===== src/rtl/hpdcache_sram_wbyteenable_banked_1rw.sv =====
// rtl/hpdcache_sram_wbyteenable_banked_1rw.sv - banked 1RW SRAM with byte-enable writes and self-initialisation
// Optional feature macro: HPDCACHE_SRAM_OUTREG_EN (extra read output register stage, read latency 2)
module hpdcache_sram_wbyteenable_banked_1rw #(
  parameter int unsigned          ADDR_SIZE  = 6,
  parameter int unsigned          DATA_SIZE  = 64,
  parameter int unsigned          NBANKS     = 4,
  parameter logic [DATA_SIZE-1:0] INIT_VALUE = '0
) (
  input  logic                   clk,
  input  logic                   rst,
  input  logic                   reinit_i,
  output logic                   init_done_o,
  input  logic                   req_valid_i,
  output logic                   req_ready_o,
  input  logic                   req_we_i,
  input  logic [ADDR_SIZE-1:0]   req_addr_i,
  input  logic [DATA_SIZE-1:0]   req_wdata_i,
  input  logic [DATA_SIZE/8-1:0] req_wbe_i,
  output logic                   rsp_valid_o,
  output logic [DATA_SIZE-1:0]   rsp_rdata_o
);

  localparam int unsigned DEPTH  = 2 ** ADDR_SIZE;
  localparam int unsigned ROWS   = DEPTH / NBANKS;
  localparam int unsigned LOG2NB = $clog2(NBANKS);
  localparam int unsigned BANK_W = (NBANKS > 1) ? LOG2NB : 1;
  localparam int unsigned ROW_W  = (ROWS > 1) ? (ADDR_SIZE - LOG2NB) : 1;
  localparam int unsigned NBYTES = DATA_SIZE / 8;

  typedef enum logic {ST_INIT, ST_READY} state_e;

  state_e             state_q, state_d;
  logic [ROW_W-1:0]   cnt_q, cnt_d;
  logic               init_done_q, init_done_d;
  logic               rsp_valid_q, rsp_valid_d;
  logic [DATA_SIZE-1:0] rsp_rdata_q, rsp_rdata_d;

  logic [BANK_W-1:0]    bank_idx;
  logic [ROW_W-1:0]     row_idx;
  logic                 req_acc, wr_acc, rd_acc, in_init;
  logic [ROW_W-1:0]     mem_row;
  logic [DATA_SIZE-1:0] mem_wdata;
  logic [NBYTES-1:0]    mem_wbe;
  logic [DATA_SIZE-1:0] bank_rdata [NBANKS];
  logic [DATA_SIZE-1:0] rd_word;

  // Low address bits pick the bank, the remaining bits pick the row inside it
  if (NBANKS > 1) begin : g_bank_idx
    assign bank_idx = req_addr_i[BANK_W-1:0];
  end else begin : g_bank_idx_single
    assign bank_idx = '0;
  end

  if (ROWS > 1) begin : g_row_idx
    assign row_idx = req_addr_i[ADDR_SIZE-1:ADDR_SIZE-ROW_W];
  end else begin : g_row_idx_single
    assign row_idx = '0;
  end

  assign init_done_o = init_done_q;
  assign req_ready_o = init_done_q & ~reinit_i;
  assign req_acc     = req_valid_i & req_ready_o;
  assign wr_acc      = req_acc & req_we_i;
  assign rd_acc      = req_acc & ~req_we_i;
  assign in_init     = (state_q == ST_INIT);

  // Init sweeps every row of all banks at once; otherwise the request drives the array
  always_comb begin
    mem_row   = in_init ? cnt_q : row_idx;
    mem_wdata = in_init ? INIT_VALUE : req_wdata_i;
    mem_wbe   = in_init ? {NBYTES{1'b1}} : req_wbe_i;
  end

  for (genvar b = 0; b < NBANKS; b++) begin : g_bank
    logic [DATA_SIZE-1:0] mem [ROWS];
    logic                 bank_cs;

    assign bank_cs       = in_init | (wr_acc & (bank_idx == BANK_W'(b)));
    assign bank_rdata[b] = mem[row_idx];

    // Byte-masked write into the selected bank; contents are intentionally not reset
    always_ff @(posedge clk) begin
      if (bank_cs) begin
        for (int i = 0; i < NBYTES; i++) begin
          if (mem_wbe[i]) mem[mem_row][8*i +: 8] <= mem_wdata[8*i +: 8];
        end
      end
    end
  end

  assign rd_word = bank_rdata[bank_idx];

  // Next-state logic for the init sequencer and the first read response stage
  always_comb begin
    state_d     = state_q;
    cnt_d       = cnt_q;
    init_done_d = init_done_q;
    case (state_q)
      ST_INIT: begin
        if (reinit_i) begin
          cnt_d = '0;
        end else if (cnt_q == ROW_W'(ROWS - 1)) begin
          state_d     = ST_READY;
          init_done_d = 1'b1;
          cnt_d       = '0;
        end else begin
          cnt_d = cnt_q + ROW_W'(1);
        end
      end
      ST_READY: begin
        if (reinit_i) begin
          state_d     = ST_INIT;
          init_done_d = 1'b0;
          cnt_d       = '0;
        end
      end
      default: begin
        state_d     = ST_INIT;
        init_done_d = 1'b0;
        cnt_d       = '0;
      end
    endcase
    rsp_valid_d = rd_acc;
    rsp_rdata_d = rd_acc ? rd_word : rsp_rdata_q;
  end

  // Sequencer and first response stage registers
  always_ff @(posedge clk or posedge rst) begin
    if (rst) begin
      state_q     <= ST_INIT;
      cnt_q       <= '0;
      init_done_q <= 1'b0;
      rsp_valid_q <= 1'b0;
      rsp_rdata_q <= '0;
    end else begin
      state_q     <= state_d;
      cnt_q       <= cnt_d;
      init_done_q <= init_done_d;
      rsp_valid_q <= rsp_valid_d;
      rsp_rdata_q <= rsp_rdata_d;
    end
  end

`ifdef HPDCACHE_SRAM_OUTREG_EN
  logic                 rsp2_valid_q, rsp2_valid_d;
  logic [DATA_SIZE-1:0] rsp2_rdata_q, rsp2_rdata_d;

  // Output stage only captures data when a response moves through it
  always_comb begin
    rsp2_valid_d = rsp_valid_q;
    rsp2_rdata_d = rsp_valid_q ? rsp_rdata_q : rsp2_rdata_q;
  end

  // Extra output register stage, flushed by reset
  always_ff @(posedge clk or posedge rst) begin
    if (rst) begin
      rsp2_valid_q <= 1'b0;
      rsp2_rdata_q <= '0;
    end else begin
      rsp2_valid_q <= rsp2_valid_d;
      rsp2_rdata_q <= rsp2_rdata_d;
    end
  end

  assign rsp_valid_o = rsp2_valid_q;
  assign rsp_rdata_o = rsp2_rdata_q;
`else
  assign rsp_valid_o = rsp_valid_q;
  assign rsp_rdata_o = rsp_rdata_q;
`endif

endmodule


===== config.mk =====
export PLATFORM = sky130hd
export DESIGN_NAME = hpdcache_sram_wbyteenable_banked_1rw
export DESIGN_NICKNAME = d
export VERILOG_FILES = /design/src/rtl/hpdcache_sram_wbyteenable_banked_1rw.sv
export SDC_FILE = /design/constraint.sdc
export NUM_CORES = 2
export LEC_CHECK = 0
export ABC_CLOCK_PERIOD_IN_PS = 6300
export CORE_UTILIZATION = 23
export CTS_BUF_LIST = sky130_fd_sc_hd__clkbuf_4 sky130_fd_sc_hd__clkbuf_8
export DETAILED_ROUTE_END_ITERATION = 8
export GPL_ROUTABILITY_DRIVEN = 0
export REMOVE_ABC_BUFFERS = 1
export SYNTH_ARGS = -nofsm -noshare
export SYNTH_HDL_FRONTEND = slang
export SYNTH_SLANG_ARGS = --single-unit

===== constraint.sdc =====
create_clock -name clk -period 6.3 [get_ports clk]
set_clock_uncertainty 0.2 [all_clocks]
set_input_delay 0.945 -clock clk [delete_from_list [all_inputs] [get_ports clk]]
set_output_delay 0.945 -clock clk [all_outputs]
set_load 0.05 [all_outputs]

; Word level (Yosys, flattened, before mapping)
; Memories as Yosys holds them, arrays and structs flattened.
; Cells that the tools add are included.
[op_classes]
bitwise = 16
n_eq_ne = 7
magnitude_cmp = 1
addsub = 1
n_reduce_logical = 2
mux = 90
[op_table]
columns = operator, n
row1 = 64-bit two-way mux, 3
row2 = 64-bit binary-select mux with 2-bit select, 1
row3 = 1-bit two-way mux, 78
row4 = 4-bit two-way mux, 4
row5 = 1-bit AND, 8
row6 = 8-bit two-way mux, 1
row7 = 4-bit case mux with 2 select lines, 1
row8 = "4-bit by 1-bit adder with 4-bit output, second input constant", 1
row9 = "2-bit == test, second input constant", 2
row10 = "4-bit == test, second input constant", 1
row11 = "2-bit inequality test, second input constant", 2
row12 = 1-bit bitwise OR, 4
row13 = 1-bit case mux with 2 select lines, 2
row14 = "3-bit greater-or-equal comparator, second input constant", 1
row15 = 1-bit NOT, 3
row16 = 2-bit NOT with 3-bit output, 1
row17 = 3-bit AND reduction, 1
row18 = "2-bit by 1-bit == test with 1-bit output, second input constant", 1
row19 = 2-bit logical NOT, 1
row20 = "2-bit by 1-bit inequality test with 1-bit output, second input constant", 1
[totals]
n_memories = 4
output_inout_bits = 67
wordCells = 126
input_bits = 83
regBits = 71
ram_bits = 4096
[memory_table]
columns = name, words, width, rd, rd_clocked_by_memory_dff, write_ports, line_no
row1 = g_bank[0].mem, 16, 64, 1, 0, 1, 75  ; logic [DATA_SIZE-1:0] mem [ROWS];
row2 = g_bank[1].mem, 16, 64, 1, 0, 1, 75
row3 = g_bank[2].mem, 16, 64, 1, 0, 1, 75
row4 = g_bank[3].mem, 16, 64, 1, 0, 1, 75

; Logic depth before layout (Yosys ltp)
[depth]
word_depth = 8
depth_mapped = 11
ltp_nobuf = 5

; Worst setup path before layout
; Ideal clock, no wire load.
[synth_timing]
kind = input -> register
startpoint = input reinit_i
endpoint = memory g_bank[0].mem[10][16] (enable)
cell_stages = 6
t_required_ps = 5730
setup_ps = 370
setup_slack_ps = 2320
arrival_ps = 3410
path_buffers = 1
path_cell_list = nor2b_1 nand3_1 o31ai_1 nand2_1 clkbuf_1 nor2_1
[synth_between]
elab_chain_cells = 8
[synth_lines]
columns = element, line_no
row1 = from (decl), 11  ; input logic reinit_i,
row2 = 1-bit NOT, 61  ; assign req_ready_o = init_done_q & ~reinit_i;
row3 = 1-bit AND, 61
row4 = 1-bit AND, 62  ; assign req_acc = req_valid_i & req_ready_o;
row5 = 1-bit AND, 63  ; assign wr_acc = req_acc & req_we_i;
row6 = 1-bit AND, 78  ; assign bank_cs = in_init | (wr_acc & (bank_idx == BANK_W'(b)));
row7 = 1-bit bitwise OR, 78
row8 = 1-bit two-way mux, 83  ; if (bank_cs) begin
row9 = 1-bit two-way mux (not written as such), 85  ; if (mem_wbe[i]) mem[mem_row][8*i +: 8] <= mem_wdata[8*i +: 8];
row10 = to (decl), 75
; Every way passes these cells.

; Worst setup path after layout
[layout_timing]
startpoint = register init_done_q (netlist: init_done_o)
endpoint = memory g_bank[2].mem[8][41] (enable)
[layout_between]
elab_chain_cells = 7
[layout_lines]
columns = element, line_no
row1 = from (decl), 34  ; logic init_done_q, init_done_d;
row2 = from (signal assigned), 138  ; init_done_q <= init_done_d;
row3 = 1-bit AND, 61
row4 = 1-bit AND, 62
row5 = 1-bit AND, 63
row6 = 1-bit AND, 78
row7 = 1-bit bitwise OR, 78
row8 = 1-bit two-way mux, 83
row9 = 1-bit two-way mux (not written as such), 85
row10 = to (decl), 75
; Every way passes these cells.

==> impl_metrics.tcl <==
set metrics [dict create \
    die_w_um 840.3 \
    cts_buffers 631 \
    grt_antenna_before_repair 58 \
    timing.rr.start "init_done_o" \
    layout_min_cycle_time_ns 4.707 \
    critPathBufInv 0 \
    synth_area_mm2 0.1616 \
    critPathCaptureType "flip-flop" \
    worstPathRequired_ns 6.77 \
    final_layout_size_suffix_gt1_share_pct 23.51 \
    finalCoreUtilization_pct 26.76 \
    ioPinCount 150 \
    yosys-top-cells-area "sky130_fd_sc_hd__edfxtp_1, sky130_fd_sc_hd__mux4_2, sky130_fd_sc_hd__mux2i_1, sky130_fd_sc_hd__a22oi_1, sky130_fd_sc_hd__nor2_1" \
    crit_start "init_done_o" \
    timing_worst_slew_pin_value_ns 1.306 \
    synth_enable_flop_cells 4096 \
    htreeDepth 6 \
    post_drt_wl_per_cell_um 26.44 \
    timing.hold.worst.class "primary input to asynchronous set/reset pin" \
    static-leakage-power_nw 61.15 \
    post_cts_resized 0 \
    grt_pass1_vias 83190 \
    synth-async-reset-ratio_pct 1.704 \
    worstPathCellList "nor2b_1, nand3_1, o21ai_4, nand2_1, nor2_1" \
    cts_root_buf "sky130_fd_sc_hd__clkbuf_8" \
    synth_seq_area_share_pct 77.21 \
    yosysWarnings 0 \
    detailedRoute.firstPassIterationCount 6 \
    dpl_worst_slack_ns 0.5436 \
    max_slew_margin_pct 12.77 \
    cpLargestDelayFamily "simple AND/OR/NAND/NOR gates" \
    synthCells 8035 \
    hold_slack_ns 0.1964 \
    sort_of_element_at_the_start_of_the_critical_path "flip-flop" \
    grt_setup_unrepaired "no" \
    clock_tree.buffer_depth 4 \
    tritoncts_num_sinks 4167 \
    crit_fanout 16 \
    max-cap-violations 0 \
    floorplan.die.height_um 840.3 \
    design.die.area_mm2 0.7060 \
    netlist.top_cell.by_area "sky130_fd_sc_hd__edfxtp_1" \
    floorplan_core_area_mm2 0.6995 \
    timing.critical_path.slowest_cell_delay_ns 1.16 \
    routed_wirelength_mm 485.1 \
    ys_ff_latch 4167 \
    worst_skew_pair.late_latency_ns 1.10 \
    cts.reportedPaths.clkPinSlew_ns 0.06 \
    achievable-frequency_ghz 0.2125 \
    initial_utilization_pct 23.10 \
    post_cts_hold_buffer_count 0 \
    finalWorstSetupSlack_ns 1.593 \
    synthesis.area_per_instance_um2 20.11 \
    timing.critical_path.arrival_ns 5.18 \
    route.vias.total 84100 \
    totalNegativeSetupSlack_ns 0 \
    route.antenna.remaining_nets 0 \
    final_max_slew_viol_count 0 \
    post_synthesis_to_final_layout_area_growth_pct 15.83 \
    power.density_mw_per_mm2 306.7 \
    largest_net_degree_at_the_start_of_global_routing 113 \
    hpwlAfterDp_mm 293.6 \
    route.detailed.drc 0 \
    final_standard_cell_area_without_fillers_mm2 0.1872 \
    globalRouteOverflowTotal 0 \
    setup.worst_path.class "flip-flop to flip-flop" \
    drt-vias-per-instance 4.584 \
    placement_rows 307 \
    run_status "finished clean" \
    num-fill-cells 69380 \
    postCtsSetupBuffers 0 \
    cpMaxStageDelayCell "sky130_fd_sc_hd__o21ai_4" \
    grt_first_pass_wirelength_mm 668.8 \
    clock_tree_from_tritoncts "yes" \
    first_iteration_detailed_routing_drc_count 10620 \
    timing_hold_violations_final 0 \
    synth_top_area_share_pct 76.11 \
    vdd_ir_drop_max_mv 0.1409 \
    placement.io_buffers 149 \
    yosys.cell_types.count 66 \
    min_period_over_period_pct 74.71 \
    timing.final.setup_violations 0 \
    synth_top_flop_cell "sky130_fd_sc_hd__edfxtp_1" \
    placed_area_mm2 0.1744 \
    grtUsageTotal_pct 13.20 \
    design.final.nets 8631 \
]
==> kinds of logic (layout without fill, tap and decap cells) <==
group,after synthesis,after routing,synth area share [%]
flops,4167,4167,77.21
mux,1447,1447,14.33
simple gates,1087,1087,2.951
compound gates,819,819,3.661
buf+inv,513,1514,1.836
fa+ha+maj,1,1,0.007741
xor+xnor,1,1,0.005420
other cells,0,40,0
==> metrics by stage <==
step / instances / total power [W]
2_1_floorplan: 7530 / 0.03335
3_3_place_gp: 17180 / 0.03539
3_5_place_dp: 17180 / 0.03542
4_1_cts: 18310 / 0.05774
5_1_grt: 18320 / 0.05897
6_report: 18350 / 0.05742
==> worst paths after layout <==
kind	endpoint	slack [ns]	cells past startpoint
max in group asynchronous	rsp_rdata_o[8]	4.46	3
min in group clk	rsp_rdata_o[9]	0.24	3
worst min register to register	rsp_rdata_o[53]	0.32	1
worst min-delay path	rsp_valid_o	0.20	2
worst max-delay path	g_bank[2].mem[8][41]	1.59	5
worst max register to register	g_bank[2].mem[8][41]	1.59	5
==> worst register-to-register path, cell delays in order, from the launching register on <==
cell	delay (ns)
sky130_fd_sc_hd__dfrtp_1	0.47
sky130_fd_sc_hd__nor2b_1	0.23
sky130_fd_sc_hd__nand3_1	0.58
sky130_fd_sc_hd__o21ai_4	1.18
sky130_fd_sc_hd__nand2_1	0.81
sky130_fd_sc_hd__nor2_1	0.83
==> power by group <==
part	internal, W	switching [W]	total [W]
logic	0.00124	0.00249	0.00372
clock network	0.0121	0.0105	0.0226
registers	0.0308	0.000270	0.0311
total	0.0442	0.0133	0.0574
==> area by class of cell <==
type | instances | area, µm² | share of cell area (%)
flip-flops and latches | 4167 | 124800 | 66.65
multi-input cells | 3355 | 34320 | 18.33
well taps | 9270 | 11600 | 6.196
clock buffers | 862 | 10660 | 5.696
repair buffers | 384 | 3699 | 1.976
clock inverters | 260 | 1992 | 1.064
diodes | 40 | 100.1 | 0.05347
inverters | 8 | 47.55 | 0.02540
==> synth_stat cells (all sizes together), types with 8 or more instances <==
master / number
a21o: 11
and2: 71
or4: 24
mux2: 67
o21ai: 21
o32a: 46
nor2: 612
o211ai: 11
a211oi: 28
a21oi: 69
buf: 315
a31oi: 53
mux4: 687
a221oi: 9
o22ai: 119
nor2b: 13
clkbuf: 190
inv: 8
nor3: 12
nand2b: 20
edfxtp: 4096
and3: 10
a2111oi: 8
nand2: 149
a22oi: 384
nand3: 146
dfrtp: 71
o221ai: 29
mux2i: 693
==> state kept, by name (all words and copies together), names as in the netlist <==
signal	count
rsp_valid_o	1
state_q	1
cnt_q	4
init_done_o	1
rsp_rdata_o	64
g_bank.mem	4096
==> per-layer routing <==
layer | global-route usage, % | up-vias | share of wire [%]
li1 | - | 34260 | -
met1 | 17.12 | 44290 | 39
met2 | 21.49 | 4755 | 48
met3 | 3.370 | 783 | 10
met4 | 4.513 | 16 | 3.3
met5 | 0 | - | 0.023
==> cell usage in the layout, fill, tap and decap left out, drive strengths merged, types with 8 or more instances in the layout <==
master and count:
a31oi 53, buf 241, clkinv 196, nand2b 20, a22oi 384, clkinvlp 14, nand3 146, a211oi 28
bufinv 27, nor3 12, o211ai 11, nor2 612, dfrtp 71, mux2i 693, nand2 149, mux2 67
edfxtp 4096, mux4 687, o22ai 119, a221oi 9, a21o 11, inv 31, o32a 46, and3 10
and2 71, or4 24, o221ai 29, diode 40, o21ai 21, nor2b 13, clkdlybuf4s50 143, a2111oi 8
clkbuf 862, a21oi 69
Note: power is estimated with default switching activity, not from simulation.
